## src/rtl/control_fsm_pkg.sv

```systemverilog
// Shared constants for the WF8 control sequencer: state encodings, opcodes,
// one-hot ALU mode indices and the decoder result bundle.
package control_fsm_pkg;

    localparam int unsigned WF8_OPCODE_W  = 5;
    localparam int unsigned WF8_ALU_MODES = 6;
    localparam int unsigned STATE_W       = 3;

    localparam int unsigned ALU_ADD      = 0;
    localparam int unsigned ALU_SHIFT    = 1;
    localparam int unsigned ALU_NOT      = 2;
    localparam int unsigned ALU_AND      = 3;
    localparam int unsigned ALU_OR       = 4;
    localparam int unsigned ALU_BYPASS_A = 5;

    localparam logic [STATE_W-1:0] S_IDLE   = 3'd0;
    localparam logic [STATE_W-1:0] S_FETCH  = 3'd1;
    localparam logic [STATE_W-1:0] S_DECODE = 3'd2;
    localparam logic [STATE_W-1:0] S_EXEC   = 3'd3;
    localparam logic [STATE_W-1:0] S_MEM    = 3'd4;
    localparam logic [STATE_W-1:0] S_FAULT  = 3'd5;
    localparam logic [STATE_W-1:0] S_HALT   = 3'd6;

    localparam logic [WF8_OPCODE_W-1:0] OP_ADD    = 5'b00000;
    localparam logic [WF8_OPCODE_W-1:0] OP_ADDI   = 5'b00010;
    localparam logic [WF8_OPCODE_W-1:0] OP_SH     = 5'b00100;
    localparam logic [WF8_OPCODE_W-1:0] OP_SHI    = 5'b00110;
    localparam logic [WF8_OPCODE_W-1:0] OP_NOT    = 5'b01000;
    localparam logic [WF8_OPCODE_W-1:0] OP_AND    = 5'b01010;
    localparam logic [WF8_OPCODE_W-1:0] OP_OR     = 5'b01100;
    localparam logic [WF8_OPCODE_W-1:0] OP_CPY    = 5'b10000;
    localparam logic [WF8_OPCODE_W-1:0] OP_CPYPC  = 5'b10001;
    localparam logic [WF8_OPCODE_W-1:0] OP_LB     = 5'b10010;
    localparam logic [WF8_OPCODE_W-1:0] OP_SB     = 5'b10100;
    localparam logic [WF8_OPCODE_W-1:0] OP_JMPADR = 5'b10110;
    localparam logic [WF8_OPCODE_W-1:0] OP_JMPI   = 5'b11000;
    localparam logic [WF8_OPCODE_W-1:0] OP_BLT    = 5'b11001;
    localparam logic [WF8_OPCODE_W-1:0] OP_BGE    = 5'b11010;
    localparam logic [WF8_OPCODE_W-1:0] OP_BEQ    = 5'b11011;
    localparam logic [WF8_OPCODE_W-1:0] OP_BNEQ   = 5'b11100;
    localparam logic [WF8_OPCODE_W-1:0] OP_HALT   = 5'b11111;

    typedef struct packed {
        logic [WF8_ALU_MODES-1:0] alu_mode;
        logic                     alu_a_sel;
        logic                     alu_b_sel;
        logic                     is_alu;
        logic                     is_load;
        logic                     is_store;
        logic                     is_jump;
        logic                     is_branch;
        logic                     is_halt;
    } ctrl_decode_t;

    function automatic logic [WF8_ALU_MODES-1:0] alu_onehot(input int unsigned idx);
        return WF8_ALU_MODES'(1) << idx;
    endfunction

endpackage

```

## src/rtl/control_decode.sv

```systemverilog
// Pure combinational opcode decode: latched opcode -> ALU controls and
// instruction class flags used by the sequencer.
module control_decode
    import control_fsm_pkg::*;
(
    input  logic [WF8_OPCODE_W-1:0]  op_q,
    output logic [WF8_ALU_MODES-1:0] alu_mode,
    output logic                     alu_a_sel,
    output logic                     alu_b_sel,
    output logic                     is_alu,
    output logic                     is_load,
    output logic                     is_store,
    output logic                     is_jump,
    output logic                     is_branch,
    output logic                     is_halt
);

    // ADD covers add/addi, 0111 and every 11xx PC-relative form
    always_comb begin
        alu_mode = alu_onehot(ALU_ADD);
        casez (op_q[4:1])
            4'b001?: alu_mode = alu_onehot(ALU_SHIFT);
            4'b0100: alu_mode = alu_onehot(ALU_NOT);
            4'b0101: alu_mode = alu_onehot(ALU_AND);
            4'b0110: alu_mode = alu_onehot(ALU_OR);
            4'b10??: alu_mode = alu_onehot(ALU_BYPASS_A);
            default: alu_mode = alu_onehot(ALU_ADD);
        endcase
    end

    assign alu_a_sel = (op_q[4:3] == 2'b11) || (op_q == OP_CPYPC);
    assign alu_b_sel = (op_q[4:3] == 2'b11) || ((op_q[4:3] == 2'b00) && op_q[1]);

    // cpy/cpypc write the register file exactly like ALU ops
    assign is_alu    = !op_q[4] || (op_q[4:1] == 4'b1000);
    assign is_load   = (op_q[4:1] == OP_LB[4:1]);
    assign is_store  = (op_q[4:1] == OP_SB[4:1]);
    assign is_jump   = (op_q[4:1] == OP_JMPADR[4:1]) || (op_q == OP_JMPI);
    assign is_branch = (op_q >= OP_BLT) && (op_q <= OP_BNEQ);
    assign is_halt   = (op_q == OP_HALT);

endmodule

```

## src/rtl/control_fsm.sv

```systemverilog
// Multi-cycle WF8 control sequencer: fetch/decode/exec/mem over a req/ack port
// with timeout fault. Define CONTROL_HALT_EN to make opcode 11111 halt the core.
module control_fsm
    import control_fsm_pkg::*;
#(
    parameter int unsigned OPCODE_W       = 5,
    parameter int unsigned ALU_MODE_COUNT = 6,
    parameter int unsigned TIMEOUT_CYCLES = 15
) (
    input  logic                      clk,
    input  logic                      rst,
    input  logic [OPCODE_W-1:0]       opcode,
    input  logic                      branch_taken,
    input  logic                      mem_ack,
    output logic                      mem_req,
    output logic                      mem_write_en,
    output logic                      mem_addr_sel,
    output logic                      ir_write_en,
    output logic                      pc_inc,
    output logic                      pc_write_en,
    output logic [ALU_MODE_COUNT-1:0] alu_mode,
    output logic                      alu_a_sel,
    output logic                      alu_b_sel,
    output logic                      rf_write_en,
    output logic [2:0]                state,
    output logic                      fault
);

    if (OPCODE_W != WF8_OPCODE_W) begin : g_bad_opcode_w
        $error("control_fsm: OPCODE_W must be 5");
    end
    if (ALU_MODE_COUNT != WF8_ALU_MODES) begin : g_bad_alu_modes
        $error("control_fsm: ALU_MODE_COUNT must be 6");
    end
    if (TIMEOUT_CYCLES < 1) begin : g_bad_timeout
        $error("control_fsm: TIMEOUT_CYCLES must be at least 1");
    end

    localparam int unsigned CNT_W = (TIMEOUT_CYCLES > 1) ? $clog2(TIMEOUT_CYCLES) : 1;
    localparam logic [CNT_W-1:0] CNT_LAST = CNT_W'(TIMEOUT_CYCLES - 1);

    logic [STATE_W-1:0]      state_q, state_d;
    logic [WF8_OPCODE_W-1:0] op_q, op_d;
    logic [CNT_W-1:0]        cnt_q, cnt_d;
    logic                    fault_q, fault_d;
    ctrl_decode_t            dec;

    control_decode u_decode (
        .op_q      (op_q),
        .alu_mode  (dec.alu_mode),
        .alu_a_sel (dec.alu_a_sel),
        .alu_b_sel (dec.alu_b_sel),
        .is_alu    (dec.is_alu),
        .is_load   (dec.is_load),
        .is_store  (dec.is_store),
        .is_jump   (dec.is_jump),
        .is_branch (dec.is_branch),
        .is_halt   (dec.is_halt)
    );

    // State, latched opcode, wait counter and sticky fault
    always_ff @(posedge clk or posedge rst) begin
        if (rst) begin
            state_q <= S_IDLE;
            op_q    <= '0;
            cnt_q   <= '0;
            fault_q <= 1'b0;
        end else begin
            state_q <= state_d;
            op_q    <= op_d;
            cnt_q   <= cnt_d;
            fault_q <= fault_d;
        end
    end

    // Next state and per-state strobe gating; counter restarts unless still waiting
    always_comb begin
        state_d      = state_q;
        op_d         = op_q;
        cnt_d        = '0;
        fault_d      = fault_q;
        mem_req      = 1'b0;
        mem_write_en = 1'b0;
        mem_addr_sel = 1'b0;
        ir_write_en  = 1'b0;
        pc_inc       = 1'b0;
        pc_write_en  = 1'b0;
        alu_mode     = '0;
        alu_a_sel    = 1'b0;
        alu_b_sel    = 1'b0;
        rf_write_en  = 1'b0;

        case (state_q)
            S_IDLE: begin
                state_d = S_FETCH;
            end

            S_FETCH: begin
                mem_req = 1'b1;
                if (mem_ack) begin
                    ir_write_en = 1'b1;
                    pc_inc      = 1'b1;
                    state_d     = S_DECODE;
                end else if (cnt_q == CNT_LAST) begin
                    state_d = S_FAULT;
                    fault_d = 1'b1;
                end else begin
                    cnt_d = cnt_q + CNT_W'(1);
                end
            end

            S_DECODE: begin
                op_d    = opcode[WF8_OPCODE_W-1:0];
                state_d = S_EXEC;
            end

            S_EXEC: begin
                alu_mode  = ALU_MODE_COUNT'(dec.alu_mode);
                alu_a_sel = dec.alu_a_sel;
                alu_b_sel = dec.alu_b_sel;
                state_d   = S_FETCH;
                if (dec.is_alu) begin
                    rf_write_en = 1'b1;
                end else if (dec.is_jump) begin
                    pc_write_en = 1'b1;
                end else if (dec.is_branch) begin
                    pc_write_en = branch_taken;
                end else if (dec.is_load || dec.is_store) begin
                    state_d = S_MEM;
                end else if (dec.is_halt) begin
`ifdef CONTROL_HALT_EN
                    state_d = S_HALT;
`else
                    state_d = S_FETCH;
`endif
                end
            end

            // ALU keeps computing the effective address while the access is open
            S_MEM: begin
                alu_mode     = ALU_MODE_COUNT'(dec.alu_mode);
                alu_a_sel    = dec.alu_a_sel;
                alu_b_sel    = dec.alu_b_sel;
                mem_req      = 1'b1;
                mem_addr_sel = 1'b1;
                mem_write_en = dec.is_store;
                if (mem_ack) begin
                    rf_write_en = dec.is_load;
                    state_d     = S_FETCH;
                end else if (cnt_q == CNT_LAST) begin
                    state_d = S_FAULT;
                    fault_d = 1'b1;
                end else begin
                    cnt_d = cnt_q + CNT_W'(1);
                end
            end

            S_FAULT: begin
                state_d = S_FAULT;
            end

            S_HALT: begin
                state_d = S_HALT;
            end

            default: begin
                state_d = S_IDLE;
            end
        endcase
    end

    assign state = state_q;
    assign fault = fault_q;

endmodule

```

## config.mk

```make
export PLATFORM = sky130hd
export DESIGN_NAME = control_fsm
export DESIGN_NICKNAME = d
export VERILOG_FILES = /design/src/rtl/control_fsm_pkg.sv /design/src/rtl/control_decode.sv /design/src/rtl/control_fsm.sv
export SDC_FILE = /design/constraint.sdc
export NUM_CORES = 1
export LEC_CHECK = 0
export CAP_MARGIN = 20
export CORE_UTILIZATION = 36
export CTS_CLUSTER_SIZE = 30
export DETAILED_ROUTE_END_ITERATION = 12
export PLACE_DENSITY_LB_ADDON = 0.05
export REMOVE_ABC_BUFFERS = 1
export SYNTH_ARGS = -nofsm -noshare
export SYNTH_HDL_FRONTEND = slang
export SYNTH_SLANG_ARGS = --single-unit
```

## constraint.sdc

```tcl
create_clock -name clk -period 2.5 [get_ports clk]
set_clock_uncertainty 0.15 [all_clocks]
set_input_delay 0.375 -clock clk [delete_from_list [all_inputs] [get_ports clk]]
set_output_delay 0.375 -clock clk [all_outputs]
set_load 0.05 [all_outputs]
```

==> flow_metrics.py <==
metrics = {
    "clock_tree": {
        "cts_buffers": 3,
        "htreeDepth": 1,
        "cts_root_buffer": "clkbuf_4",
        "clkLatencyLatePin_ns": 0.27,
        "cts_setup_buffers": 0,
        "cts_buffer_depth": 2,
        "hold_buffers": 0,
        "ctsResizeCount": 0,
        "clock_sinks": 13,
        "cts_tree": "built",
        "clk_pin_slew_ns": 0.07,
    },
    "sta": {
        "min_period_over_period_pct": 92.0,
        "slew_headroom_pct": 66.8,
        "min_period_ns": 2.30,
        "setup_viol_count_final": 0,
        "tightestPinTransition_ns": 0.497,
        "max_freq_ghz": 0.435,
        "hold_slack_ns": 0.253,
        "hold_violations": 0,
        "rsz0062_at_grt": "false",
        "finalMaxSlewViolations": 0,
    },
    "critical_path": {
        "worstSetupStartpoint": "state[1]$_DFF_PP0_",
        "crit_path_max_fanout": 10,
        "max_stage_delay_ns": 0.60,
        "critical_path.cell_chain": "and3b_1, o21ai_2, nor3_1, buf_12",
        "endpoint_kind": "output port",
        "worstPathArrival_ns": 1.78,
        "worstSetupPathType": "reg -> out",
        "crit_path_start_kind": "flip-flop",
        "slowest_stage": "dfrtp_1",
        "worst-path-buf-inv": 1,
        "r2r_start": "cnt_q[0]$_DFF_PP0_",
        "required_ns": 1.98,
        "critPathTopFamily": "simple AND/OR/NAND/NOR gates",
    },
    "run_status": {
        "status": "finished, final reports clean",
    },
    "finish": {
        "area_delta_synth_final_pct": 47.1,
        "drive_gt1_share_pct": 29.7,
        "diodes": 0,
        "nets": 130,
        "final_cell_mix": "dfrtp_1 (13), buf_12 (13), clkdlybuf4s50_1 (12)",
    },
    "drt": {
        "ant_nets": 0,
        "drc": 0,
        "wl_per_cell_um": 12.6,
        "first_pass_iters": 4,
        "first_iter_violations": 9,
        "vias_per_cell": 5.10,
        "dr_total_vias": 744,
        "drt-total-wl_mm": 1.84,
    },
    "grt": {
        "overflow": 0,
        "grtUsageTotal_pct": 16.7,
        "grt_pass1_wl_mm": 3.33,
        "grt_max_degree": 14,
        "antenna_found_initial": 0,
        "grt_pass1_vias": 730,
    },
    "power_and_ir_drop": {
        "p_leak_nw": 0.534,
        "finalPower_mw": 1.63,
        "vdd_drop_max_uv": 587,
        "powerDensity_nw_per_um2": 1240,
    },
    "synth": {
        "ys_top_cells_by_area": "dfrtp_1 (37%), mux2_2 (6.3%), nor2_1 (4.2%), nand2_1 (2.9%), xor2_1 (2.9%)",
        "synth-seq-cells": 13,
        "synthDistinctLibCells": 37,
        "async_reset_ff_share_pct": 100,
        "avgSynthCellArea_sq_um": 9.48,
        "ys_warn_count": 0,
        "synthFlopType": "dfrtp_1",
        "synth-edff-count": 0,
        "yosys.area.top_type": "dfrtp_1",
        "synth_top_area_share_pct": 36.5,
        "yosysSeqAreaShare_pct": 36.5,
        "syn-cell-area_sq_um": 891,
        "syn_inst": 94,
    },
    "die": {
        "initial_core_util_pct": 39.1,
        "core_area_sq_um": 2280,
        "rows": 17,
        "die_w_um": 51.7,
        "ios": 28,
        "die_h_um": 51.7,
        "die_area_sq_um": 2680,
    },
    "place": {
        "hpwl_mm": 1.41,
        "globalplace.congestion": 0.712,
        "port_buffers": 27,
    },
    "job": {
        "maxCapViolations": 0,
    },
    "min_path": {
        "hold_class": "in -> async",
    },
}
worst reg2reg max path: cells and delay by family (launching register included):
kind / cells / cell delay [ns]
simple gates: 2 / 0.47
fa+ha+maj: 1 / 0.16
compound gates: 1 / 0.18
buf+inv: 1 / 0.08
flops: 1 / 0.41
final cells by class:
cell class / instances / area, sq um
clock buffer: 4 / 26.3
fill: 190 / 966
timing repair buffer: 28 / 403
tap: 28 / 35.0
inverter: 4 / 15.0
sequential: 13 / 325
multi-input combinational: 69 / 505
routing by layer:
metal | global-route usage (%) | part of all wire, % | vias to the layer above
met5 | 0 | 0 | -
met4 | 9.91 | 2.3 | 0
met3 | 1.46 | 3.4 | 5
met2 | 25.1 | 50 | 20
met1 | 23.3 | 45 | 348
li1 | - | - | 371
metrics by stage:
| stage | instances | utilization (%) | TNS [ns] | setup slack [ns] | instance area [sq um] |
|---|---|---|---|---|---|
| floorplan | 86 | - | -4.84 | -0.715 | 846 |
| global placement | 142 | 56.4 | 0 | 0.504 | 1280 |
| detailed placement | 142 | 56.4 | 0 | 0.477 | 1280 |
| CTS | 146 | 57.6 | 0 | 0.161 | 1310 |
| global route | 146 | 57.6 | 0 | 0.0285 | 1310 |
| finish | 146 | 57.6 | 0 | 0.199 | 1310 |
kinds of logic (layout without fill, tap and decap cells):
family          Yosys count  after routing  synth area share (%)
simple gates             43             43                  31.6
compound gates           15             15                  12.1
xor+xnor                  4              4                  3.93
mux                       5              5                  6.32
flops                    13             13                  36.5
fa+ha+maj                 2              2                  2.81
buf+inv                  12             36                  6.74
cell usage after synthesis, types with 3 or more instances:
library cell	n
xor2_1	3
nor2b_1	4
buf_4	3
nand3_1	3
nor3_1	4
buf_2	3
dfrtp_1	13
nor2_1	10
inv_1	4
a21oi_1	5
nand2_1	7
mux2_2	5
sequential cells by signal, indices dropped and copies added, names as in the netlist:
signal  flops
op_q        5
state       3
cnt_q       4
fault       1
path summary, 6_finish.rpt:
path,to,slack (ns),depth (start not counted)
worst max register to register,state[2]$_DFF_PP0_,0.96,5
min in group clk,cnt_q[0]$_DFF_PP0_,0.34,1
max in group asynchronous,op_q[2]$_DFFE_PP0P_,1.63,2
worst min-delay path,cnt_q[0]$_DFF_PP0_,0.25,2
worst min register to register,cnt_q[0]$_DFF_PP0_,0.34,1
worst max-delay path,alu_mode[2],0.20,4
power breakdown:
group	total [mW]	switching (mW)	internal [mW]
Sequential	0.466	0.183	0.284
Combinational	1.03	0.582	0.449
Clock	0.128	0.0662	0.0619
Total	1.63	0.831	0.795
(Power assumes the default switching activity.)
